$ cat src/rtl/data_axi_bridge_pkg.sv
// Shared encodings for the core-data to AXI bridge.
package data_axi_bridge_pkg;

  typedef enum logic [2:0] {
    ST_IDLE    = 3'd0,
    ST_RD_ADDR = 3'd1,
    ST_RD_DATA = 3'd2,
    ST_WR_REQ  = 3'd3,
    ST_WR_RESP = 3'd4
  } state_e;

  localparam logic [1:0] AXI_BURST_INCR = 2'b01;
  localparam logic [1:0] AXI_RESP_OKAY  = 2'b00;
  localparam logic [3:0] AXI_CACHE_ON   = 4'b1111;
  localparam logic [3:0] AXI_CACHE_OFF  = 4'b0000;

  // Request fields captured at acceptance and held for the whole transaction.
  typedef struct packed {
    logic        wr;
    logic [2:0]  size;
    logic [31:0] addr;
    logic [3:0]  wstrb;
    logic [31:0] wdata;
    logic        cache;
  } req_t;

  function automatic logic [3:0] cache_attr(input logic c);
    return c ? AXI_CACHE_ON : AXI_CACHE_OFF;
  endfunction

endpackage

$ cat src/rtl/data_axi_bridge_if.sv
// Core data port plus AXI master channels. 'master' is the bridge side.
interface data_axi_bridge_if;
  // core side
  logic        data_req, data_wr, data_cache;
  logic [2:0]  data_size;
  logic [31:0] data_addr;
  logic [3:0]  data_wstrb;
  logic [31:0] data_wdata;
  logic        data_addr_ok, data_data_ok;
  logic [31:0] data_rdata;
  // AXI read
  logic [3:0]  arid;
  logic [31:0] araddr;
  logic [7:0]  arlen;
  logic [2:0]  arsize;
  logic [1:0]  arburst;
  logic [3:0]  arcache;
  logic        arvalid, arready;
  logic [3:0]  rid;
  logic [31:0] rdata;
  logic [1:0]  rresp;
  logic        rlast, rvalid, rready;
  // AXI write
  logic [3:0]  awid;
  logic [31:0] awaddr;
  logic [7:0]  awlen;
  logic [2:0]  awsize;
  logic [1:0]  awburst;
  logic [3:0]  awcache;
  logic        awvalid, awready;
  logic [31:0] wdata;
  logic [3:0]  wstrb;
  logic        wlast, wvalid, wready;
  logic [3:0]  bid;
  logic [1:0]  bresp;
  logic        bvalid, bready;
  // status
  logic        bus_err;

  modport master (
    input  data_req, data_wr, data_cache, data_size, data_addr, data_wstrb, data_wdata,
    output data_addr_ok, data_data_ok, data_rdata,
    output arid, araddr, arlen, arsize, arburst, arcache, arvalid,
    input  arready,
    input  rid, rdata, rresp, rlast, rvalid,
    output rready,
    output awid, awaddr, awlen, awsize, awburst, awcache, awvalid,
    input  awready,
    output wdata, wstrb, wlast, wvalid,
    input  wready,
    input  bid, bresp, bvalid,
    output bready,
    output bus_err
  );

  modport slave (
    output data_req, data_wr, data_cache, data_size, data_addr, data_wstrb, data_wdata,
    input  data_addr_ok, data_data_ok, data_rdata,
    input  arid, araddr, arlen, arsize, arburst, arcache, arvalid,
    output arready,
    output rid, rdata, rresp, rlast, rvalid,
    input  rready,
    input  awid, awaddr, awlen, awsize, awburst, awcache, awvalid,
    output awready,
    input  wdata, wstrb, wlast, wvalid,
    output wready,
    output bid, bresp, bvalid,
    input  bready,
    input  bus_err
  );
endinterface

$ cat src/rtl/data_axi_bridge.sv
// Single-outstanding bridge: one core load/store -> one single-beat AXI transfer.
module data_axi_bridge
  import data_axi_bridge_pkg::*;
#(
  parameter logic [3:0] AXI_ID = 4'd1
) (
  input  logic              clk,
  input  logic              resetn,
  data_axi_bridge_if.master bus
);

  state_e state_q, state_d;
  req_t   req_q, req_d;
  logic   aw_done_q, aw_done_d, w_done_q, w_done_d;
  logic   addr_ok_c, aw_fin, w_fin;

  // State, latched request and write-join flags.
  always_ff @(posedge clk or negedge resetn) begin
    if (!resetn) begin
      state_q   <= ST_IDLE;
      req_q     <= '0;
      aw_done_q <= 1'b0;
      w_done_q  <= 1'b0;
    end else begin
      state_q   <= state_d;
      req_q     <= req_d;
      aw_done_q <= aw_done_d;
      w_done_q  <= w_done_d;
    end
  end

  // Next state and all handshake outputs; everything is zero outside its state.
  always_comb begin
    state_d          = state_q;
    req_d            = req_q;
    aw_done_d        = aw_done_q;
    w_done_d         = w_done_q;
    addr_ok_c        = 1'b0;
    bus.data_data_ok = 1'b0;
    bus.bus_err      = 1'b0;
    bus.arvalid      = 1'b0;
    bus.rready       = 1'b0;
    bus.awvalid      = 1'b0;
    bus.wvalid       = 1'b0;
    bus.bready       = 1'b0;
    // a channel counts as done if flagged earlier or handshaking now
    aw_fin           = aw_done_q | bus.awready;
    w_fin            = w_done_q  | bus.wready;
    case (state_q)
      ST_IDLE: begin
        addr_ok_c = bus.data_req;
        if (bus.data_req) begin
          req_d   = '{wr: bus.data_wr, size: bus.data_size, addr: bus.data_addr,
                      wstrb: bus.data_wstrb, wdata: bus.data_wdata, cache: bus.data_cache};
          state_d = bus.data_wr ? ST_WR_REQ : ST_RD_ADDR;
        end
      end
      ST_RD_ADDR: begin
        bus.arvalid = 1'b1;
        if (bus.arready) state_d = ST_RD_DATA;
      end
      ST_RD_DATA: begin
        bus.rready = 1'b1;
        if (bus.rvalid) begin
          bus.data_data_ok = 1'b1;
          bus.bus_err      = (bus.rresp != AXI_RESP_OKAY);
          state_d          = ST_IDLE;
        end
      end
      ST_WR_REQ: begin
        bus.awvalid = !aw_done_q;
        bus.wvalid  = !w_done_q;
        if (aw_fin && w_fin) begin
          aw_done_d = 1'b0;
          w_done_d  = 1'b0;
          state_d   = ST_WR_RESP;
        end else begin
          aw_done_d = aw_fin;
          w_done_d  = w_fin;
        end
      end
      ST_WR_RESP: begin
        bus.bready = 1'b1;
        if (bus.bvalid) begin
          bus.data_data_ok = 1'b1;
          bus.bus_err      = (bus.bresp != AXI_RESP_OKAY);
          state_d          = ST_IDLE;
        end
      end
      default: state_d = ST_IDLE;
    endcase
  end

  // addr_ok follows data_req in IDLE, so it must be forced low while reset is held.
  assign bus.data_addr_ok = resetn & addr_ok_c;
  assign bus.data_rdata   = bus.rdata;

  assign bus.arid    = AXI_ID;
  assign bus.araddr  = req_q.addr;
  assign bus.arlen   = 8'd0;
  assign bus.arsize  = req_q.size;
  assign bus.arburst = AXI_BURST_INCR;
  assign bus.arcache = cache_attr(req_q.cache);

  assign bus.awid    = AXI_ID;
  assign bus.awaddr  = req_q.addr;
  assign bus.awlen   = 8'd0;
  assign bus.awsize  = req_q.size;
  assign bus.awburst = AXI_BURST_INCR;
  assign bus.awcache = cache_attr(req_q.cache);

  assign bus.wdata = req_q.wdata;
  assign bus.wstrb = req_q.wstrb;
  assign bus.wlast = 1'b1;

  // IDs and rlast carry no information for single-beat, single-ID traffic.
  logic unused_ok;
  assign unused_ok = ^{bus.rid, bus.rlast, bus.bid};

endmodule

$ cat src/flat_wrapper.sv
// flat-port wrapper written by rule: the top's interface ports become plain ports
module data_axi_bridge_flat import data_axi_bridge_pkg::*;
#(
  parameter logic [3:0] AXI_ID = 4'd1
)
  (clk, resetn, bus_data_req, bus_data_wr, bus_data_cache, bus_data_size, bus_data_addr, bus_data_wstrb, bus_data_wdata, bus_data_addr_ok, bus_data_data_ok, bus_data_rdata, bus_arid, bus_araddr, bus_arlen, bus_arsize, bus_arburst, bus_arcache, bus_arvalid, bus_arready, bus_rid, bus_rdata, bus_rresp, bus_rlast, bus_rvalid, bus_rready, bus_awid, bus_awaddr, bus_awlen, bus_awsize, bus_awburst, bus_awcache, bus_awvalid, bus_awready, bus_wdata, bus_wstrb, bus_wlast, bus_wvalid, bus_wready, bus_bid, bus_bresp, bus_bvalid, bus_bready, bus_bus_err);
  data_axi_bridge_if bus_i ();
  input  logic clk;
  input  logic resetn;
  input wire logic [$bits(bus_i.data_req)-1:0] bus_data_req;
  input wire logic [$bits(bus_i.data_wr)-1:0] bus_data_wr;
  input wire logic [$bits(bus_i.data_cache)-1:0] bus_data_cache;
  input wire logic [$bits(bus_i.data_size)-1:0] bus_data_size;
  input wire logic [$bits(bus_i.data_addr)-1:0] bus_data_addr;
  input wire logic [$bits(bus_i.data_wstrb)-1:0] bus_data_wstrb;
  input wire logic [$bits(bus_i.data_wdata)-1:0] bus_data_wdata;
  output wire logic [$bits(bus_i.data_addr_ok)-1:0] bus_data_addr_ok;
  output wire logic [$bits(bus_i.data_data_ok)-1:0] bus_data_data_ok;
  output wire logic [$bits(bus_i.data_rdata)-1:0] bus_data_rdata;
  output wire logic [$bits(bus_i.arid)-1:0] bus_arid;
  output wire logic [$bits(bus_i.araddr)-1:0] bus_araddr;
  output wire logic [$bits(bus_i.arlen)-1:0] bus_arlen;
  output wire logic [$bits(bus_i.arsize)-1:0] bus_arsize;
  output wire logic [$bits(bus_i.arburst)-1:0] bus_arburst;
  output wire logic [$bits(bus_i.arcache)-1:0] bus_arcache;
  output wire logic [$bits(bus_i.arvalid)-1:0] bus_arvalid;
  input wire logic [$bits(bus_i.arready)-1:0] bus_arready;
  input wire logic [$bits(bus_i.rid)-1:0] bus_rid;
  input wire logic [$bits(bus_i.rdata)-1:0] bus_rdata;
  input wire logic [$bits(bus_i.rresp)-1:0] bus_rresp;
  input wire logic [$bits(bus_i.rlast)-1:0] bus_rlast;
  input wire logic [$bits(bus_i.rvalid)-1:0] bus_rvalid;
  output wire logic [$bits(bus_i.rready)-1:0] bus_rready;
  output wire logic [$bits(bus_i.awid)-1:0] bus_awid;
  output wire logic [$bits(bus_i.awaddr)-1:0] bus_awaddr;
  output wire logic [$bits(bus_i.awlen)-1:0] bus_awlen;
  output wire logic [$bits(bus_i.awsize)-1:0] bus_awsize;
  output wire logic [$bits(bus_i.awburst)-1:0] bus_awburst;
  output wire logic [$bits(bus_i.awcache)-1:0] bus_awcache;
  output wire logic [$bits(bus_i.awvalid)-1:0] bus_awvalid;
  input wire logic [$bits(bus_i.awready)-1:0] bus_awready;
  output wire logic [$bits(bus_i.wdata)-1:0] bus_wdata;
  output wire logic [$bits(bus_i.wstrb)-1:0] bus_wstrb;
  output wire logic [$bits(bus_i.wlast)-1:0] bus_wlast;
  output wire logic [$bits(bus_i.wvalid)-1:0] bus_wvalid;
  input wire logic [$bits(bus_i.wready)-1:0] bus_wready;
  input wire logic [$bits(bus_i.bid)-1:0] bus_bid;
  input wire logic [$bits(bus_i.bresp)-1:0] bus_bresp;
  input wire logic [$bits(bus_i.bvalid)-1:0] bus_bvalid;
  output wire logic [$bits(bus_i.bready)-1:0] bus_bready;
  output wire logic [$bits(bus_i.bus_err)-1:0] bus_bus_err;
  assign bus_i.data_req = bus_data_req;
  assign bus_i.data_wr = bus_data_wr;
  assign bus_i.data_cache = bus_data_cache;
  assign bus_i.data_size = bus_data_size;
  assign bus_i.data_addr = bus_data_addr;
  assign bus_i.data_wstrb = bus_data_wstrb;
  assign bus_i.data_wdata = bus_data_wdata;
  assign bus_data_addr_ok = bus_i.data_addr_ok;
  assign bus_data_data_ok = bus_i.data_data_ok;
  assign bus_data_rdata = bus_i.data_rdata;
  assign bus_arid = bus_i.arid;
  assign bus_araddr = bus_i.araddr;
  assign bus_arlen = bus_i.arlen;
  assign bus_arsize = bus_i.arsize;
  assign bus_arburst = bus_i.arburst;
  assign bus_arcache = bus_i.arcache;
  assign bus_arvalid = bus_i.arvalid;
  assign bus_i.arready = bus_arready;
  assign bus_i.rid = bus_rid;
  assign bus_i.rdata = bus_rdata;
  assign bus_i.rresp = bus_rresp;
  assign bus_i.rlast = bus_rlast;
  assign bus_i.rvalid = bus_rvalid;
  assign bus_rready = bus_i.rready;
  assign bus_awid = bus_i.awid;
  assign bus_awaddr = bus_i.awaddr;
  assign bus_awlen = bus_i.awlen;
  assign bus_awsize = bus_i.awsize;
  assign bus_awburst = bus_i.awburst;
  assign bus_awcache = bus_i.awcache;
  assign bus_awvalid = bus_i.awvalid;
  assign bus_i.awready = bus_awready;
  assign bus_wdata = bus_i.wdata;
  assign bus_wstrb = bus_i.wstrb;
  assign bus_wlast = bus_i.wlast;
  assign bus_wvalid = bus_i.wvalid;
  assign bus_i.wready = bus_wready;
  assign bus_i.bid = bus_bid;
  assign bus_i.bresp = bus_bresp;
  assign bus_i.bvalid = bus_bvalid;
  assign bus_bready = bus_i.bready;
  assign bus_bus_err = bus_i.bus_err;
  data_axi_bridge #(.AXI_ID(AXI_ID)) u_core (.clk(clk), .resetn(resetn), .bus(bus_i));
endmodule
$ cat config.mk
export PLATFORM = sky130hd
export DESIGN_NAME = data_axi_bridge_flat
export DESIGN_NICKNAME = d
export VERILOG_FILES = /design/src/rtl/data_axi_bridge_pkg.sv /design/src/rtl/data_axi_bridge_if.sv /design/src/rtl/data_axi_bridge.sv /design/src/flat_wrapper.sv
export SDC_FILE = /design/constraint.sdc
export NUM_CORES = 1
export LEC_CHECK = 0
export BUFFER_PORTS_ARGS = -buffer_cell sky130_fd_sc_hd__buf_4
export CELL_PAD_IN_SITES_DETAIL_PLACEMENT = 1
export CELL_PAD_IN_SITES_GLOBAL_PLACEMENT = 2
export CORE_UTILIZATION = 22
export DETAILED_ROUTE_END_ITERATION = 7
export HOLD_SLACK_MARGIN = 0.08
export PLACE_DENSITY = 0.86
export SYNTH_ARGS = -nofsm -noshare
export SYNTH_HDL_FRONTEND = slang
export SYNTH_SLANG_ARGS = --single-unit
$ cat constraint.sdc
create_clock -name clk -period 1.8 [get_ports clk]
set_input_delay 0 -clock clk [delete_from_list [all_inputs] [get_ports clk]]
set_output_delay 0 -clock clk [all_outputs]
set_load 0.005 [all_outputs]
==> impl_summary.txt, run 1 <==
----------------------------------------------------
[Yosys]
  Warnings from Yosys ... 0
  Mapped Area ... 0.003795 mm^2
  Average footprint of a synthesized cell ... 12.91 um^2
  Most used standard cells in the synthesized netlist ... sky130_fd_sc_hd__buf_4, sky130_fd_sc_hd__dfrtp_1, sky130_fd_sc_hd__mux2_1
  Number of distinct library cell variants in the gate-level netlist after synthesis ... 22
  Area fraction of the dominant cell type after synthesis ... 0.5077
  Count of mapped cells out of synthesis ... 294
  Post-synthesis async set-or-reset flop share ... 1.000
  Dominant cell by count in the synthesized netlist ... sky130_fd_sc_hd__buf_4
  Most frequently used flop master after synthesis ... sky130_fd_sc_hd__dfrtp_1
  Fraction of the yosys area taken by sequential cells ... 0.5077
  Cell types occupying the most area after synthesis ... sky130_fd_sc_hd__dfrtp_1, sky130_fd_sc_hd__buf_4, sky130_fd_sc_hd__mux2_1
  EDFF count, synth ... 0
  Cell taking the most area after synthesis ... sky130_fd_sc_hd__dfrtp_1
  Post-synthesis register bit count ... 77

[Layout]
  Fin nets ... 675
  Diode count ... 0
  Post-route insts no fill ... 774
  Multi-input gate area in the final layout ... 0.001131 mm^2
  Layout Area Growth over Synthesis ... 69.57%
  Number of fill cells in the layout ... 1822
  Proportion of layout cells with a drive suffix above 1 ... 0.4711
  Seq. cell area ... 0.001927 mm^2

[Global route]
  Global-route wire length before repair ... 18000 um
  Number of antenna violations at the first check in global routing ... 0
  Via count of the first global-routing pass ... 3307
  Total congestion overflow ... 0
  Met3 Use GR ... 0.03615
  Global-route track usage on met1 ... 0.1361
  Met2 Track Usage GR ... 0.2558
  Layer with the highest usage ... met2
  Total routing resource utilization after global routing ... 0.1324
  Maximum number of pins on one net before global-route repair ... 41

[STA]
  RSZ-0062 raised after global routing ... no
  Max Freq ... 581.4 MHz
  Setup-violating endpoint count in the final report ... 0
  Worst Skew ... 7.397 ps
  Fin crit period ... 1720 ps
  Setup TNS ... 0 ps
  Share of the clock period used by the worst path ... 0.9556
  Final count of hold timing violations ... 0
  Max-slew violation count ... 0
  Worst hold-check slack ... 231.7 ps

[Die]
  I/O Pins ... 309
  Site Rows ... 47
  Floorplan core area ... 0.01670 mm^2
  Die Height ... 133.3 um
  Area of the die ... 0.01778 mm^2
  Starting density of the core ... 0.2272
  Width of the die ... 133.3 um

[Placed design]
  # placed instances ... 644
  GP Congestion ... 0.7371
  Post-DP HPWL ... 7359 um
  Quantity of I/O buffers inserted on ports ... 206

[Pwr]
  Power per cell area ... 1487 mW/mm^2
  Max rail drop VDD ... 0.5514 mV
  Lkg Pwr ... 3.042 nW

[Worst setup path]
  Slowest Stage Delay on Critical Path ... 580 ps
  Reg2Reg Capture Point ... u_core.state_q[2]
  Critical path's slowest cell ... sky130_fd_sc_hd__dlygate4sd3_1
  Worst-path maximum fanout ... 5
  Worst Path Required ... 2070 ps
  Setup crit end kind ... flip-flop
  Chain of cells forming the critical path ... buf_4 > nor2b_1 > nand2_1 > o21ai_0 > dlygate4sd3_1
  CP Data Arrival Time ... 1990 ps
  FF-to-FF Start ... u_core.state_q[0]
  Worst setup path startpoint ... u_core.state_q[0]
  Startpoint type of the worst setup path ... flip-flop
  Setup slack, reg-to-reg ... 80 ps
  Type of the worst setup path ... reg -> reg
  Depth of the worst register-to-register path ... 5

[Clock network]
  Number of buffers on the longest clock path ... 2
  Number of CTS-inserted buffers ... 9
  H-Tree Depth ... 3
  TritonCTS sink count ... 77
  Insertion delay of the later-clocked pin in the worst-skew pair ... 330 ps
  Clock input transition at the sequential cells of the worst setup and hold paths ... 60 ps
  Buffer cell driving the clock tree root ... sky130_fd_sc_hd__clkbuf_16
  Clock tree from TritonCTS ... yes

[Route]
  Detailed router's first-iteration violation count ... 70
  Number of detailed-route iterations in the first pass ... 4
  Avg WL per Cell ... 15.21 um
  Total number of vias ... 2963
  Remaining antenna violation count ... 0
  Post-detailed-route DRC marker count ... 0
  Routed Wire Length ... 11770 um
  Via density per instance ... 3.828

[Job]
  Number of maximum-capacitance constraint violations ... 0

[Min path]
  Type of the most critical hold path ... in -> async

[Outcome]
  Run status ... complete, no violations

----------------------------------------------------
==> cells by family after synthesis <==
logic type	count (synthesis)	share of synthesized area
buffers and inverters	111	0.2232
AO/OA/AOI/OAI	10	0.01550
other	2	0.001979
flip-flops	77	0.5077
multiplexers	73	0.2166
AND/OR/NAND/NOR	21	0.03494
==> timing repair <==
| action | CTS | global route |
|---|---|---|
| endpoints found under the hold margin | 186 | 0 |
| buffers inserted | 0 | 0 |
| setup endpoints to repair | 0 | 2 |
| hold buffers | 114 | 0 |
| gates resized for setup | 0 | 2 |
==> layout by cell type, fill, tap and decap left out, types with 2 or more instances in the layout <==
master                          count
sky130_fd_sc_hd__buf_4            211
sky130_fd_sc_hd__dlygate4sd3_1    114
sky130_fd_sc_hd__dfrtp_1           77
sky130_fd_sc_hd__mux2_1            47
sky130_fd_sc_hd__conb_1            29
sky130_fd_sc_hd__mux2_2            26
sky130_fd_sc_hd__clkbuf_16          9
sky130_fd_sc_hd__nand2_1            4
sky130_fd_sc_hd__nor2_1             4
sky130_fd_sc_hd__nand2b_1           3
sky130_fd_sc_hd__a21oi_1            3
sky130_fd_sc_hd__clkinvlp_4         3
sky130_fd_sc_hd__buf_12             3
sky130_fd_sc_hd__nor2b_1            2
sky130_fd_sc_hd__o22ai_1            2
sky130_fd_sc_hd__o21ai_0            2
sky130_fd_sc_hd__or2_2              2
sky130_fd_sc_hd__bufinv_16          2
==> layer usage <==
metal | up-vias | share of wire
met1 | 1407 | 0.36
met5 | - | 0
li1 | 1354 | -
met3 | 16 | 0.075
met2 | 186 | 0.55
met4 | 0 | 0.015
==> where the power goes <==
group	internal [mW]	switching, mW
Clock	1.21	0.709
Sequential	2.63	0.677
Combinational	2.79	1.55
==> cell type report <==
type / count / area share
timing repair buffer: 328 / 0.4328
sequential: 77 / 0.2994
multi-input combinational: 133 / 0.1758
tap: 220 / 0.04278
clock buffer: 10 / 0.03558
clock inverter: 6 / 0.01361
==> critical path: cells and delay by family, from the launching register on <==
kind                   cells  cell delay (ps)
buffers and inverters      2              730
flip-flops                 1              390
AND/OR/NAND/NOR            2              340
AO/OA/AOI/OAI              1              190
==> stage by stage <==
step	utilization	worst slack [ps]	total power [mW]	instance area (um^2)
floorplan	-	267.1	5.398	3896
global route	0.3853	17.16	10.20	6435
detailed placement	0.2975	167.4	7.404	4969
finish	0.3853	79.93	9.566	6435
CTS	0.3848	79.01	9.615	6426
global placement	0.2975	187.2	7.209	4969
==> registers in the layout, indices dropped and copies added (netlist names) <==
| name | count |
|---|---|
| u_core.bus.wdata | 32 |
| u_core.req_q | 1 |
| u_core.bus.arsize | 3 |
| u_core.w_done_q | 1 |
| u_core.bus.wstrb | 4 |
| u_core.state_q | 3 |
| u_core.bus.araddr | 32 |
| u_core.aw_done_q | 1 |
==> worst max-delay path by stage <==
| stage | endpoint | cells past startpoint |
|---|---|---|
| after detailed placement | u_core.bus.wdata[14] | 4 |
| final | u_core.state_q[2] | 5 |
| after floorplan | u_core.bus.araddr[0] | 4 |
| after CTS | bus_data_addr_ok | 4 |
| after global routing | u_core.state_q[2] | 5 |
| after global placement | u_core.bus.araddr[31] | 4 |
Note: power is estimated with default switching activity, not from simulation.
==> run 2: changes to the inputs <==
Settings changed: CELL_PAD_IN_SITES_DETAIL_PLACEMENT 1 to default, CELL_PAD_IN_SITES_GLOBAL_PLACEMENT 2 to default, CORE_AREA from default to 2 2 121 123, CORE_UTILIZATION 22 to default, DIE_AREA from default to 0 0 123 125, PLACE_DENSITY 0.86 to 0.64.
==> run 2 against run 1 <==
  * Clock skew about the same
  * Flip-flop and latch count unchanged
  * Register-to-register slack better by 20 ps
  * First-iteration DRC count fell by 30%
  * Critical path type unchanged
  * Largest cell class unchanged
==> impl_summary.txt, run 2 (same netlist as run 1, synthesis figures left out) <==
----------------------------------------------------
[Outcome]
  Run status ... complete, no violations (unchanged)

[Global route]
  Via count of the first global-routing pass ... 3093 (was 3307)
  Maximum number of pins on one net before global-route repair ... 47 (was 41)
  Number of antenna violations at the first check in global routing ... 0 (unchanged)
  Total routing resource utilization after global routing ... 0.1214 (was 0.1324)
  Global-route wire length before repair ... 14610 um (was 18000 um)
  Total congestion overflow ... 0 (unchanged)

[Layout]
  Proportion of layout cells with a drive suffix above 1 ... 0.4712 (was 0.4711)
  Commonest non-fill, non-tap cell in the layout ... sky130_fd_sc_hd__buf_4 (unchanged)
  Diode count ... 0 (unchanged)
  Fin nets ... 677 (was 675)
  Layout Area Growth over Synthesis ... 68.84% (was 69.57%)
  Commonest cells after routing, fill and taps aside ... sky130_fd_sc_hd__buf_4, sky130_fd_sc_hd__dlygate4sd3_1, sky130_fd_sc_hd__dfrtp_1 (unchanged)

[Placed design]
  Quantity of I/O buffers inserted on ports ... 206 (unchanged)
  Post-DP HPWL ... 6299 um (was 7359 um)
  GP Congestion ... 0.7406 (was 0.7371)

[Die]
  Site Rows ... 44 (was 47)
  Starting density of the core ... 0.2672 (was 0.2272)
  Area of the die ... 0.01538 mm^2 (was 0.01778 mm^2)
  Die Height ... 125 um (was 133.3 um)
  Width of the die ... 123 um (was 133.3 um)
  I/O Pins ... 309 (unchanged)
  Floorplan core area ... 0.01420 mm^2 (was 0.01670 mm^2)

[Clock network]
  H-Tree Depth ... 3 (unchanged)
  TritonCTS sink count ... 77 (unchanged)
  Insertion delay of the later-clocked pin in the worst-skew pair ... 330 ps (about the same)
  Number of buffers on the longest clock path ... 2 (unchanged)
  Buffer cell driving the clock tree root ... sky130_fd_sc_hd__clkbuf_16 (unchanged)
  Clock tree from TritonCTS ... yes (unchanged)
  Clock input transition at the sequential cells of the worst setup and hold paths ... 60 ps (about the same)
  Number of CTS-inserted buffers ... 9 (unchanged)

[Worst setup path]
  Worst Path Required ... 2010 ps (was 2070 ps)
  Reg2Reg Capture Point ... u_core.w_done_q (was u_core.state_q[2])
  Setup slack, reg-to-reg ... 100 ps (was 80 ps)
  Setup crit end kind ... flip-flop (unchanged)
  Startpoint type of the worst setup path ... flip-flop (unchanged)
  Type of the worst setup path ... reg -> reg (unchanged)
  Depth of the worst register-to-register path ... 5 (unchanged)
  CP Data Arrival Time ... 1910 ps (was 1990 ps)
  Worst-path maximum fanout ... 8 (was 5)
  FF-to-FF Start ... u_core.state_q[1] (was u_core.state_q[0])

[STA]
  Setup-violating endpoint count in the final report ... 0 (unchanged)
  Max-slew violation count ... 0 (unchanged)
  Setup TNS ... 0 ps (unchanged)
  Max Freq ... 589.2 MHz (was 581.4 MHz)
  Worst Skew ... 7.744 ps (was 7.397 ps)
  RSZ-0062 raised after global routing ... no (unchanged)
  Worst hold-check slack ... 265.4 ps (was 231.7 ps)
  Share of the clock period used by the worst path ... 0.9429 (was 0.9556)
  Final count of hold timing violations ... 0 (unchanged)
  Fin crit period ... 1697 ps (was 1720 ps)

[Route]
  Post-detailed-route DRC marker count ... 0 (unchanged)
  Number of detailed-route iterations in the first pass ... 4 (unchanged)
  Total number of vias ... 2957 (was 2963)
  Detailed router's first-iteration violation count ... 49 (was 70)
  Avg WL per Cell ... 13.54 um (was 15.21 um)
  Routed Wire Length ... 10020 um (was 11770 um)
  Remaining antenna violation count ... 0 (unchanged)
  Via density per instance ... 3.996 (was 3.828)

[Job]
  Number of maximum-capacitance constraint violations ... 0 (unchanged)

[Pwr]
  Max rail drop VDD ... 0.6908 mV (was 0.5514 mV)
  Power per cell area ... 1474 mW/mm^2 (was 1487 mW/mm^2)
  Total power draw ... 9.442 mW (was 9.566 mW)
  Lkg Pwr ... 3.062 nW (was 3.042 nW)

[Min path]
  Type of the most critical hold path ... in -> async (unchanged)

----------------------------------------------------
run 2: report_power, final:
part	internal (mW)	leakage (nW)	total, mW	switching, mW
sequential	2.63	0.910	3.28	0.648
combinational	2.84	2.00	4.30	1.46
clock	1.21	0.153	1.86	0.656
run 2: worst max path at each step:
stage | start | end | slack [ps] | depth (start not counted)
after floorplan | u_core.state_q[1] | u_core.bus.araddr[0] | 270 | 4
final | u_core.state_q[1] | u_core.w_done_q | 100 | 5
after detailed placement | u_core.state_q[0] | u_core.bus.araddr[7] | 130 | 4
after global placement | u_core.state_q[0] | u_core.bus.wstrb[0] | 170 | 4
after global routing | u_core.state_q[1] | bus_bus_err | 3 | 5
after CTS | u_core.state_q[0] | bus_data_addr_ok | 30 | 4
run 2: repair_timing:
action | in CTS | in global routing
hold endpoints to repair | 186 | 0
gates resized for setup | 0 | 4
hold buffers | 113 | 0
setup buffers | 0 | 2
setup endpoints to repair | 0 | 1
run 2: cell type report:
class                           count  area [um^2]
Tap cell                          184        230.2
Fill cell                        1266         7796
Multi-Input combinational cell    133         1122
Sequential cell                    77         1928
Timing Repair Buffer              330         2819
Clock inverter                      5        75.07
Clock buffer                       11        232.7
run 2: through the flow:
| step | std cells | util | worst slack (ps) | cell area [um^2] |
|---|---|---|---|---|
| final | 740 | 0.4511 | 102.8 | 6407 |
| after detailed placement | 607 | 0.3461 | 129.7 | 4916 |
| after CTS | 736 | 0.4474 | 26.45 | 6355 |
| after floorplan | 321 | - | 267.1 | 3896 |
| after global routing | 740 | 0.4511 | 2.614 | 6407 |
| after global placement | 607 | 0.3461 | 167.7 | 4916 |
run 2: layer usage:
metal / GRT usage / part of all wire / vias to the layer above
met5: 0 / 0 / -
met3: 0.04516 / 0.087 / 15
met1: 0.1075 / 0.34 / 1406
met2: 0.2372 / 0.55 / 174
met4: 0.05147 / 0.015 / 0
li1: - / - / 1362
run 2: worst max-delay path: stages, from the launching register on:
cell and delay [ps]:
sky130_fd_sc_hd__dfrtp_1 410, sky130_fd_sc_hd__buf_4 170, sky130_fd_sc_hd__and3b_1 210, sky130_fd_sc_hd__a21oi_1 170, sky130_fd_sc_hd__a21oi_1 60, sky130_fd_sc_hd__dlygate4sd3_1 560
==> run 3: changes to the inputs <==
Settings changed: MAX_ROUTING_LAYER from default to met4, SLEW_MARGIN from default to 20.
==> run 3 against run 2 <==
  * Largest cell class unchanged
  * Wire length down 0.92%
  * Final cell count is the same
  * Global-route usage is 0.40 points higher
  * Highest routed layer unchanged
  * Register-to-register slack hardly changed
  * Sequential power barely moved
  * Cell area unchanged
  * Hold slack is essentially flat
  * First-iteration DRC count decreased by 6.1%
  * Fmax about the same
  * Flip-flop and latch count is the same
  * Via count down 0.10%
  * Setup slack about the same
==> impl_summary.txt, run 3 (same netlist as run 1, synthesis figures left out) <==
----------------------------------------------------
[Outcome]
  Run status ... complete, no violations (unchanged)

[Global route]
  Total routing resource utilization after global routing ... 0.1254 (was 0.1214)
  Number of antenna violations at the first check in global routing ... 0 (unchanged)
  Global-route wire length before repair ... 14610 um (unchanged)
  Maximum number of pins on one net before global-route repair ... 47 (unchanged)
  Total congestion overflow ... 0 (unchanged)
  Via count of the first global-routing pass ... 3088 (was 3093)

[Route]
  Number of detailed-route iterations in the first pass ... 4 (unchanged)
  Routed Wire Length ... 9929 um (was 10020 um)
  Remaining antenna violation count ... 0 (unchanged)
  Post-detailed-route DRC marker count ... 0 (unchanged)
  Detailed router's first-iteration violation count ... 46 (was 49)
  Via density per instance ... 3.992 (was 3.996)
  Total number of vias ... 2954 (was 2957)
  Avg WL per Cell ... 13.42 um (was 13.54 um)

[STA]
  Final count of hold timing violations ... 0 (unchanged)
  Worst Skew ... 6.575 ps (was 7.744 ps)
  Setup TNS ... 0 ps (unchanged)
  Setup-violating endpoint count in the final report ... 0 (unchanged)
  Fin crit period ... 1697 ps (about the same)
  RSZ-0062 raised after global routing ... no (unchanged)
  Worst hold-check slack ... 265.9 ps (was 265.4 ps)
  Share of the clock period used by the worst path ... 0.9430 (was 0.9429)
  Max-slew violation count ... 0 (unchanged)
  Max Freq ... 589.2 MHz (about the same)

[Pwr]
  Lkg Pwr ... 3.062 nW (unchanged)
  Switching part of the total ... 0.2932 (was 0.2927)
  Portion of total power attributed to sequential cells ... 0.347 (about the same)
  Max rail drop VDD ... 0.6912 mV (was 0.6908 mV)
  Comb power frac ... 0.455 (was 0.456)
  Clock share of power ... 0.198 (was 0.197)
  Power per cell area ... 1475 mW/mm^2 (was 1474 mW/mm^2)
  Internal power component ... 6.679 mW (about the same)
  Net switching power figure ... 2.770 mW (was 2.763 mW)
  Total power draw ... 9.449 mW (was 9.442 mW)

[Die]
  Die Height ... 125 um (unchanged)
  Site Rows ... 44 (unchanged)
  I/O Pins ... 309 (unchanged)
  Starting density of the core ... 0.2672 (unchanged)
  Floorplan core area ... 0.01420 mm^2 (unchanged)
  Area of the die ... 0.01538 mm^2 (unchanged)
  Width of the die ... 123 um (unchanged)

[Worst setup path]
  Most frequent cell on the critical path ... sky130_fd_sc_hd__a21oi_1 (unchanged)
  Startpoint type of the worst setup path ... flip-flop (unchanged)
  Critical path's slowest cell ... sky130_fd_sc_hd__dlygate4sd3_1 (unchanged)
  Chain of cells forming the critical path ... buf_4 > and3b_1 > a21oi_1 > a21oi_1 > dlygate4sd3_1 (unchanged)
  Setup crit end kind ... flip-flop (unchanged)
  Type of the worst setup path ... reg -> reg (unchanged)
  Depth of the worst register-to-register path ... 5 (unchanged)
  Worst Path Required ... 2010 ps (about the same)
  Worst-path maximum fanout ... 8 (unchanged)
  CP Data Arrival Time ... 1910 ps (about the same)
  Slowest Stage Delay on Critical Path ... 560 ps (about the same)

[Job]
  Number of maximum-capacitance constraint violations ... 0 (unchanged)

[Clock network]
  TritonCTS sink count ... 77 (unchanged)
  Insertion delay of the later-clocked pin in the worst-skew pair ... 330 ps (about the same)
  Number of CTS-inserted buffers ... 9 (unchanged)
  Clock input transition at the sequential cells of the worst setup and hold paths ... 60 ps (about the same)
  Buffer cell driving the clock tree root ... sky130_fd_sc_hd__clkbuf_16 (unchanged)
  H-Tree Depth ... 3 (unchanged)
  Number of buffers on the longest clock path ... 2 (unchanged)
  Clock tree from TritonCTS ... yes (unchanged)

[Layout]
  Commonest non-fill, non-tap cell in the layout ... sky130_fd_sc_hd__buf_4 (unchanged)
  Commonest cells after routing, fill and taps aside ... sky130_fd_sc_hd__buf_4, sky130_fd_sc_hd__dlygate4sd3_1, sky130_fd_sc_hd__dfrtp_1 (unchanged)
  Diode count ... 0 (unchanged)
  Util after Layout ... 0.4511 (unchanged)
  Layout Area Growth over Synthesis ... 68.84% (unchanged)
  Proportion of layout cells with a drive suffix above 1 ... 0.4712 (unchanged)
  Fin nets ... 677 (unchanged)
  Number of fill cells in the layout ... 1267 (was 1266)

[Min path]
  Type of the most critical hold path ... in -> async (unchanged)

[Placed design]
  GP Congestion ... 0.7499 (was 0.7406)
  Quantity of I/O buffers inserted on ports ... 206 (unchanged)
  Post-DP HPWL ... 6299 um (unchanged)

----------------------------------------------------
-- run 3: area by class of cell --
cell class,instances,area (um^2),area share
flip-flops and latches,77,1928,0.3009
well taps,184,230.2,0.03593
multi-input cells,133,1122,0.1752
clock inverters,5,75.07,0.01172
clock buffers,11,232.7,0.03632
repair buffers,330,2819,0.4400
-- run 3: power groups by stage --
stage	Combinational, mW	Sequential (mW)	Clock [mW]
2_1_floorplan	2.14	3.26	0
3_3_place_gp	3.95	3.24	0
3_5_place_dp	3.99	3.30	0
4_1_cts	4.21	3.28	1.95
5_1_grt	4.67	3.41	2.04
6_report	4.30	3.28	1.87
-- run 3: worst max-delay path, delay by kind of cell, from the launching register on --
family | cells | cell delay [ps]
buffers and inverters | 2 | 730
flip-flops | 1 | 410
AO/OA/AOI/OAI | 2 | 230
AND/OR/NAND/NOR | 1 | 210
-- run 3: routing by layer --
metal / routed length, um / global-route usage
met5: 0 / -
met4: 165 / 0.05147
met3: 807 / 0.03786
met2: 5448 / 0.2366
met1: 3507 / 0.1138
-- run 3: metrics by stage --
| stage | cell area [um^2] | worst slack [ps] | cells |
|---|---|---|---|
| after detailed placement | 4916 | 129.7 | 607 |
| after global routing | 6407 | 2.592 | 740 |
| after global placement | 4916 | 167.7 | 607 |
| after floorplan | 3896 | 267.1 | 321 |
| final | 6407 | 102.7 | 740 |
| after CTS | 6355 | 26.45 | 736 |
-- run 3: timing repair --
item	CTS	global route
hold endpoints to repair	186	0
setup endpoints to repair	0	1
hold buffers	113	0
resized for setup	0	4
buffers inserted	0	2
-- run 3: worst paths after layout --
path | startpoint | endpoint | slack [ps]
min in group clk | bus_data_req | u_core.bus.araddr[23] | 310
hold / removal | resetn | u_core.bus.wstrb[1] | 270
max in group asynchronous | resetn | u_core.state_q[0] | 730
setup reg to reg | u_core.state_q[1] | u_core.w_done_q | 100
hold reg to reg | u_core.bus.wdata[9] | u_core.bus.wdata[9] | 490
setup / recovery | u_core.state_q[1] | u_core.w_done_q | 100
